## config.mk

```make
export PLATFORM = sky130hd
export DESIGN_NAME = multicycle_control
export DESIGN_NICKNAME = d
export VERILOG_FILES = /design/src/rtl/cpu_pkg.sv /design/src/rtl/multicycle_control.sv
export SDC_FILE = /design/constraint.sdc
export NUM_CORES = 1
export LEC_CHECK = 0
export ABC_AREA = 1
export BUFFER_PORTS_ARGS = -buffer_cell sky130_fd_sc_hd__clkbuf_2
export CORE_UTILIZATION = 48
export CTS_CLUSTER_DIAMETER = 120
export DETAILED_ROUTE_END_ITERATION = 10
export PLACE_DENSITY = 0.72
export REMOVE_ABC_BUFFERS = 1
export SYNTH_ARGS = -nofsm -noshare
export SYNTH_HDL_FRONTEND = slang
export SYNTH_SLANG_ARGS = --single-unit
```

## constraint.sdc

```tcl
create_clock -name clk -period 1.46 [get_ports clk]
set_input_delay 0.292 -clock clk [delete_from_list [all_inputs] [get_ports clk]]
set_output_delay 0.292 -clock clk [all_outputs]
set_load 0.1 [all_outputs]
```

## src/rtl/cpu_pkg.sv

```systemverilog
// ============================================================================
//  Module      : cpu_pkg
//  Description : Shared encodings for the multi-cycle processor control path
//                (FSM states, opcodes, ALU operation and operand-B selects).
//  Revision    : 1.0  initial release
// ============================================================================
`default_nettype none

package cpu_pkg;

  typedef enum logic [3:0] {
    S_RESET  = 4'd0,
    S_FETCH  = 4'd1,
    S_DECODE = 4'd2,
    S_EXEC_R = 4'd3,
    S_EXEC_I = 4'd4,
    S_ADDR   = 4'd5,
    S_MEM_RD = 4'd6,
    S_MEM_WR = 4'd7,
    S_WB_ALU = 4'd8,
    S_WB_MEM = 4'd9,
    S_BRANCH = 4'd10,
    S_TRAP   = 4'd11
  } state_t;

  localparam logic [6:0] OP_RTYPE  = 7'b0110011;
  localparam logic [6:0] OP_ITYPE  = 7'b0010011;
  localparam logic [6:0] OP_LOAD   = 7'b0000011;
  localparam logic [6:0] OP_STORE  = 7'b0100011;
  localparam logic [6:0] OP_BRANCH = 7'b1100011;

  localparam logic [1:0] ALUOP_ADD   = 2'b00;
  localparam logic [1:0] ALUOP_SUB   = 2'b01;
  localparam logic [1:0] ALUOP_FUNCT = 2'b10;

  localparam logic [1:0] SRCB_REG    = 2'b00;
  localparam logic [1:0] SRCB_FOUR   = 2'b01;
  localparam logic [1:0] SRCB_IMM    = 2'b10;
  localparam logic [1:0] SRCB_IMM_SH = 2'b11;

endpackage

`default_nettype wire

```

## src/rtl/multicycle_control.sv

```systemverilog
// ============================================================================
//  Module      : multicycle_control
//  Description : Moore sequencing FSM stepping instructions through
//                fetch/decode/execute/memory/write-back, with retire counter.
//  Revision    : 1.0  initial release
// ============================================================================
`default_nettype none

module multicycle_control
  import cpu_pkg::*;
#(
  parameter int CNT_W = 32
) (
  input  logic             clk,
  input  logic             reset,
  input  logic [6:0]       opcode,
  input  logic             mem_ready,
  output logic             PCWrite,
  output logic             PCWriteCond,
  output logic             IorD,
  output logic             MemRead,
  output logic             MemWrite,
  output logic             IRWrite,
  output logic             MemtoReg,
  output logic             RegWrite,
  output logic             ALUSrcA,
  output logic [1:0]       ALUSrcB,
  output logic [1:0]       ALUOp,
  output logic             PCSource,
  output logic             illegal,
  output logic [3:0]       state,
  output logic [CNT_W-1:0] instr_count
);

  state_t           r_state;
  state_t           w_next;
  logic             w_retire;
  logic [CNT_W-1:0] r_count;

  always_ff @(posedge clk) begin
    if (reset) r_state <= S_RESET;
    else       r_state <= w_next;
  end

  assign w_retire = (r_state == S_WB_ALU) || (r_state == S_WB_MEM) ||
                    (r_state == S_BRANCH) || ((r_state == S_MEM_WR) && mem_ready);

  always_ff @(posedge clk) begin
    if (reset)         r_count <= '0;
    else if (w_retire) r_count <= r_count + 1'b1;
  end

  always_comb begin
    w_next = S_TRAP;
    case (r_state)
      S_RESET:  w_next = S_FETCH;
      S_FETCH:  w_next = mem_ready ? S_DECODE : S_FETCH;
      S_DECODE: begin
        case (opcode)
          OP_RTYPE:          w_next = S_EXEC_R;
          OP_ITYPE:          w_next = S_EXEC_I;
          OP_LOAD, OP_STORE: w_next = S_ADDR;
          OP_BRANCH:         w_next = S_BRANCH;
          default:           w_next = S_TRAP;
        endcase
      end
      S_EXEC_R: w_next = S_WB_ALU;
      S_EXEC_I: w_next = S_WB_ALU;
      S_ADDR:   w_next = (opcode == OP_LOAD) ? S_MEM_RD : S_MEM_WR;
      S_MEM_RD: w_next = mem_ready ? S_WB_MEM : S_MEM_RD;
      S_MEM_WR: w_next = mem_ready ? S_FETCH : S_MEM_WR;
      S_WB_ALU: w_next = S_FETCH;
      S_WB_MEM: w_next = S_FETCH;
      S_BRANCH: w_next = S_FETCH;
      S_TRAP:   w_next = S_TRAP;
      default:  w_next = S_TRAP;  // encodings 12-15 are never legitimately reached
    endcase
  end

  always_comb begin
    PCWrite     = 1'b0;
    PCWriteCond = 1'b0;
    IorD        = 1'b0;
    MemRead     = 1'b0;
    MemWrite    = 1'b0;
    IRWrite     = 1'b0;
    MemtoReg    = 1'b0;
    RegWrite    = 1'b0;
    ALUSrcA     = 1'b0;
    ALUSrcB     = SRCB_REG;
    ALUOp       = ALUOP_ADD;
    PCSource    = 1'b0;
    illegal     = 1'b0;
    case (r_state)
      S_FETCH: begin
        // IR and PC load only on the cycle the fetch read completes
        MemRead = 1'b1;
        ALUSrcB = SRCB_FOUR;
        IRWrite = mem_ready;
        PCWrite = mem_ready;
      end
      S_DECODE: ALUSrcB = SRCB_IMM_SH;
      S_EXEC_R: begin
        ALUSrcA = 1'b1;
        ALUOp   = ALUOP_FUNCT;
      end
      S_EXEC_I: begin
        ALUSrcA = 1'b1;
        ALUSrcB = SRCB_IMM;
        ALUOp   = ALUOP_FUNCT;
      end
      S_ADDR: begin
        ALUSrcA = 1'b1;
        ALUSrcB = SRCB_IMM;
      end
      S_MEM_RD: begin
        MemRead = 1'b1;
        IorD    = 1'b1;
      end
      S_MEM_WR: begin
        MemWrite = 1'b1;
        IorD     = 1'b1;
      end
      S_WB_ALU: RegWrite = 1'b1;
      S_WB_MEM: begin
        RegWrite = 1'b1;
        MemtoReg = 1'b1;
      end
      S_BRANCH: begin
        ALUSrcA     = 1'b1;
        ALUOp       = ALUOP_SUB;
        PCWriteCond = 1'b1;
        PCSource    = 1'b1;
      end
      S_TRAP:   illegal = 1'b1;
      default:  ;
    endcase
  end

  assign state       = r_state;
  assign instr_count = r_count;

endmodule

`default_nettype wire
```

==> results.json, run 1 <==
{
  "status": "did not finish",
  "flow.stopped_at": "global routing (5_1_grt)",
  "error_message": "[ERROR DPL-0038] Utilization greater than 100%, impossible to legalize",
  "cts.path.max_buffers": 2,
  "hpwl_after_dpl_um": 5940,
  "num_io_pins": 61,
  "cts_hold_buffers": 0,
  "ys_ff_latch": 36,
  "number_of_flops_mapped_to_enable_cells_by_yosys": 0,
  "leading_post_synthesis_cells_by_cell_area": "sky130_fd_sc_hd__dfxtp_1 (31%), sky130_fd_sc_hd__nand2_1 (20%), sky130_fd_sc_hd__nor2_1 (13%)",
  "pre_cts_ws_ps": -131,
  "syn_area_um2": 2340,
  "chipHeight_um": 71.8,
  "fp-row-count": 25,
  "post_synth_num_cell_types": 34,
  "die-width_um": 71.8,
  "asyncSetResetFlopFracSynth_pct": 0,
  "synth.most_common_cell": "sky130_fd_sc_hd__nand2_1",
  "maximum_number_of_pins_on_one_net_before_global_route_repair": 20,
  "postSynthCellCount": 389,
  "synth.top_cell.area_share_pct": 30.8,
  "syn_avg_cell_area_um2": 6.01,
  "synth.yosys.warnings": 0,
  "worst_ep_category": "top-level output",
  "ys_dominant_reg_cell": "sky130_fd_sc_hd__dfxtp_1",
  "clock_sink_count": 36,
  "number_of_buffers_created_by_cts": 5,
  "cts.htree.levels": 2,
  "yosysSeqAreaShare_pct": 30.8,
  "initial_core_util_pct": 49.8,
  "repair-timing-grt-worst-ep": "ALUSrcA",
  "synth_common_cells": "sky130_fd_sc_hd__nand2_1 (125), sky130_fd_sc_hd__nor2_1 (83), sky130_fd_sc_hd__inv_1 (42), sky130_fd_sc_hd__dfxtp_1 (36), sky130_fd_sc_hd__a21oi_1 (24)",
  "synth_area_leader": "sky130_fd_sc_hd__dfxtp_1",
  "finalWeightedCongestion": 0.930,
  "clockRootBuffer": "sky130_fd_sc_hd__clkbuf_8",
  "port-buffer-count": 60
}
[stage by stage]
step	util [%]	setup TNS [ps]	instances	cell area, um^2	hold WS [ps]
CTS	92.1	-2480	577	4320	341
global placement	81.8	-23.9	553	3840	492
floorplan	-	-68500	380	2260	361
detailed placement	81.8	-1030	553	3840	506
[cell families after synthesis]
| group | after synthesis | synth area share [%] |
|---|---|---|
| fa+ha+maj | 1 | 0.535 |
| simple gates | 255 | 47.6 |
| xor+xnor | 3 | 1.12 |
| compound gates | 41 | 9.47 |
| flops | 36 | 30.8 |
| buf+inv | 53 | 10.4 |
[repair_timing]
| item | 4_1_cts |
|---|---|
| cloned | 1 |
| setup buffers | 15 |
| pin swaps | 14 |
| gates resized for setup | 86 |
| setup endpoints to repair | 33 |
==> inputs of run 2 (changes only) <==
- CORE_UTILIZATION: 48 -> 40
- CTS_CLUSTER_DIAMETER: 120 -> default
- PLACE_DENSITY: 0.72 -> default
- PLACE_DENSITY_LB_ADDON: default -> 0.15
- clock period: 1.46 -> 1.9 ns (I/O delays scaled with it)
==> run 2 against run 1 <==
Against the previous run: the flow now finishes without violations; synthesized cell count stayed put; synthesized area unchanged.
==> results.json, run 2 <==
{
  "layoutNonFillerInstCount": 527,
  "totalPowerFinal_mw": 1.69,
  "syn_avg_cell_area_um2": 6.01,
  "slew_headroom_pct": 61.1,
  "ys_dominant_reg_cell": "sky130_fd_sc_hd__dfxtp_1",
  "synth_common_cells": "sky130_fd_sc_hd__nand2_1 (125), sky130_fd_sc_hd__nor2_1 (83), sky130_fd_sc_hd__inv_1 (42), sky130_fd_sc_hd__dfxtp_1 (36), sky130_fd_sc_hd__a21oi_1 (24)",
  "number_of_buffers_created_by_cts": 5,
  "cap_viol_max_count": 0,
  "finalWeightedCongestion": 0.822,
  "seq_power_share_pct": 46.1,
  "die_area_um2": 6160,
  "layout_commonest_cell": "sky130_fd_sc_hd__nand2_1",
  "r2r.worst_path.cells": 10,
  "kind_of_end_point_of_the_critical_path": "output port",
  "detail_route.iter0.violations": 145,
  "clk_pin_slew_worst_paths_ps": 70,
  "clock_sink_count": 36,
  "diodes": 0,
  "final_nets": 466,
  "timing.critical_path.fanout_max": 7,
  "ys_ff_latch": 36,
  "synth.most_common_cell": "sky130_fd_sc_hd__nand2_1",
  "post_cts_setup_buffers": 0,
  "groute.usage.overall_pct": 20.6,
  "area_growth_pct": 28.8,
  "layout-drive-gt1-share_pct": 22.6,
  "power-per-cell-area_nw_per_um2": 560,
  "postSynthCellCount": 389,
  "max_clock_freq_ghz": 0.554,
  "min-delay-path-class": "input pin to flop",
  "drt_wl_total_um": 5930,
  "synth.yosys.warnings": 0,
  "cts_tree": "yes",
  "place_area_um2": 2910,
  "final_report_max_slew_violation_count": 0,
  "synth.top_cell.area_share_pct": 30.8,
  "num_io_pins": 61,
  "min_period_over_period_pct": 95.0,
  "fin_skew_ps": 6.36,
  "drt_pre_antenna_iters": 4,
  "post-place-cells": 520,
  "critPathKind": "flop to output port",
  "status": "completed",
  "detail_route.vias_per_cell": 4.75,
  "gr-total-overflow": 0,
  "power_switching_mw": 0.567,
  "cts.htree.levels": 2,
  "cp.arrival_ps": 1420,
  "intPower_mw": 1.12,
  "first_global_vias": 2228,
  "post_cts_resized": 7,
  "port-buffer-count": 60,
  "worst-slew-pin-transition_ps": 580,
  "yosysSeqAreaShare_pct": 30.8,
  "finalWorstPathRequiredPeriod_ps": 1800,
  "clockRootBuffer": "sky130_fd_sc_hd__clkbuf_8",
  "hpwl_after_dpl_um": 4700,
  "initial_core_util_pct": 42.0,
  "wire_length_of_the_first_global_routing_pass_um": 10000,
  "largest_reg_flops": 32,
  "synth_area_leader": "sky130_fd_sc_hd__dfxtp_1",
  "die-width_um": 78.5,
  "vias": 2505,
  "setup_repair_after_global_routing_missed_its_margin": "no",
  "final_cell_mix": "sky130_fd_sc_hd__nand2_1 (125), sky130_fd_sc_hd__nor2_1 (80), sky130_fd_sc_hd__clkbuf_2 (45), sky130_fd_sc_hd__inv_1 (41), sky130_fd_sc_hd__dfxtp_1 (32)",
  "p_leak_nw": 1.24,
  "critical_path.startpoint_type": "flop",
  "number_of_antenna_violations_at_the_first_check_in_global_routing": 0,
  "drc_errors": 0,
  "drtAntennaViolNets": 0,
  "number_of_flops_mapped_to_enable_cells_by_yosys": 0,
  "leading_post_synthesis_cells_by_cell_area": "sky130_fd_sc_hd__dfxtp_1 (31%), sky130_fd_sc_hd__nand2_1 (20%), sky130_fd_sc_hd__nor2_1 (13%)",
  "syn_area_um2": 2340,
  "chipHeight_um": 78.5,
  "postLayoutCellArea_um2": 3010,
  "worst_ir_drop_vdd_mv": 0.385,
  "setup-violations-final": 0,
  "holdPathStages": 4,
  "combPwrFrac_pct": 23.3,
  "timing.final.hold_violations": 0,
  "asyncSetResetFlopFracSynth_pct": 0,
  "drt-wirelength-per-cell_um": 11.2,
  "post_synth_num_cell_types": 34,
  "power.clock.fraction_pct": 30.6,
  "cts_hold_buffers": 0,
  "required_ps": 1520,
  "core-area_um2": 5570,
  "switching_share_pct": 33.6,
  "maximum_number_of_pins_on_one_net_before_global_route_repair": 20,
  "fp-row-count": 27,
  "cts.path.max_buffers": 2,
  "clkLatencyLatePin_ps": 280
}
run 2: cell counts after synthesis:
No cell type changed its count.
run 2: layout make-up:
| cell class | instances | area, um^2 |
|---|---|---|
| Clock inverter | 1 | 5.00 |
| Sequential cell | 36 | 728 |
| Clock buffer | 6 | 72.6 |
| Timing Repair Buffer | 68 | 567 |
| Fill cell | 575 | 2560 |
| Multi-Input combinational cell | 300 | 1390 |
| Inverter | 44 | 165 |
| Tap cell | 72 | 90.1 |
run 2: critical path, stage by stage (launching register included):
cell                      delay [ps]
sky130_fd_sc_hd__dfxtp_4         390
sky130_fd_sc_hd__inv_1            90
sky130_fd_sc_hd__nor2_2          130
sky130_fd_sc_hd__inv_1            80
sky130_fd_sc_hd__o21ai_1         240
sky130_fd_sc_hd__buf_12          220
run 2: worst paths after layout:
check / slack [ps] / startpoint / endpoint
setup reg to reg: 200 / instr_count[0] / instr_count[22]
hold / removal: 420 / opcode[4] / state[2]
setup / recovery: 100 / state[1] / MemRead
hold reg to reg: 490 / instr_count[8] / instr_count[8]
run 2: through the flow:
| step | setup slack, ps | hold WS, ps | TNS [ps] | util [%] |
|---|---|---|---|---|
| after CTS | 16.8 | 432 | 0 | 53.8 |
| final | 95.3 | 420 | 0 | 54.1 |
| after floorplan | -2390 | 449 | -47380 | - |
| after global routing | 4.20 | 468 | 0 | 54.1 |
| after detailed placement | 132 | 491 | 0 | 52.2 |
| after global placement | 196 | 478 | 0 | 52.2 |
run 2: logic make-up (layout without fill, tap and decap cells):
group	after synthesis	after routing	share of synthesized area [%]
compound gates	41	41	9.47
xor+xnor	3	3	1.12
fa+ha+maj	1	1	0.535
buf+inv	53	119	10.4
flops	36	36	30.8
simple gates	255	255	47.6
run 2: power by group through the flow:
stage / combinational [mW] / clock (mW) / sequential (mW)
after floorplan: 0.199 / 0 / 0.853
after global placement: 0.388 / 0 / 0.793
after detailed placement: 0.390 / 0 / 0.794
after CTS: 0.393 / 0.523 / 0.778
after global routing: 0.411 / 0.565 / 0.780
final: 0.393 / 0.516 / 0.778
run 2: routing by layer:
layer  vias to the layer above  wire, um  track usage (%)
met3                         7       320             3.14
met2                        63      2740             33.9
met5                         -         0                0
met1                      1098      2810             27.9
li1                       1337         -                -
met4                         0        58             5.00
No activity file was read; power rests on OpenSTA's default activity.
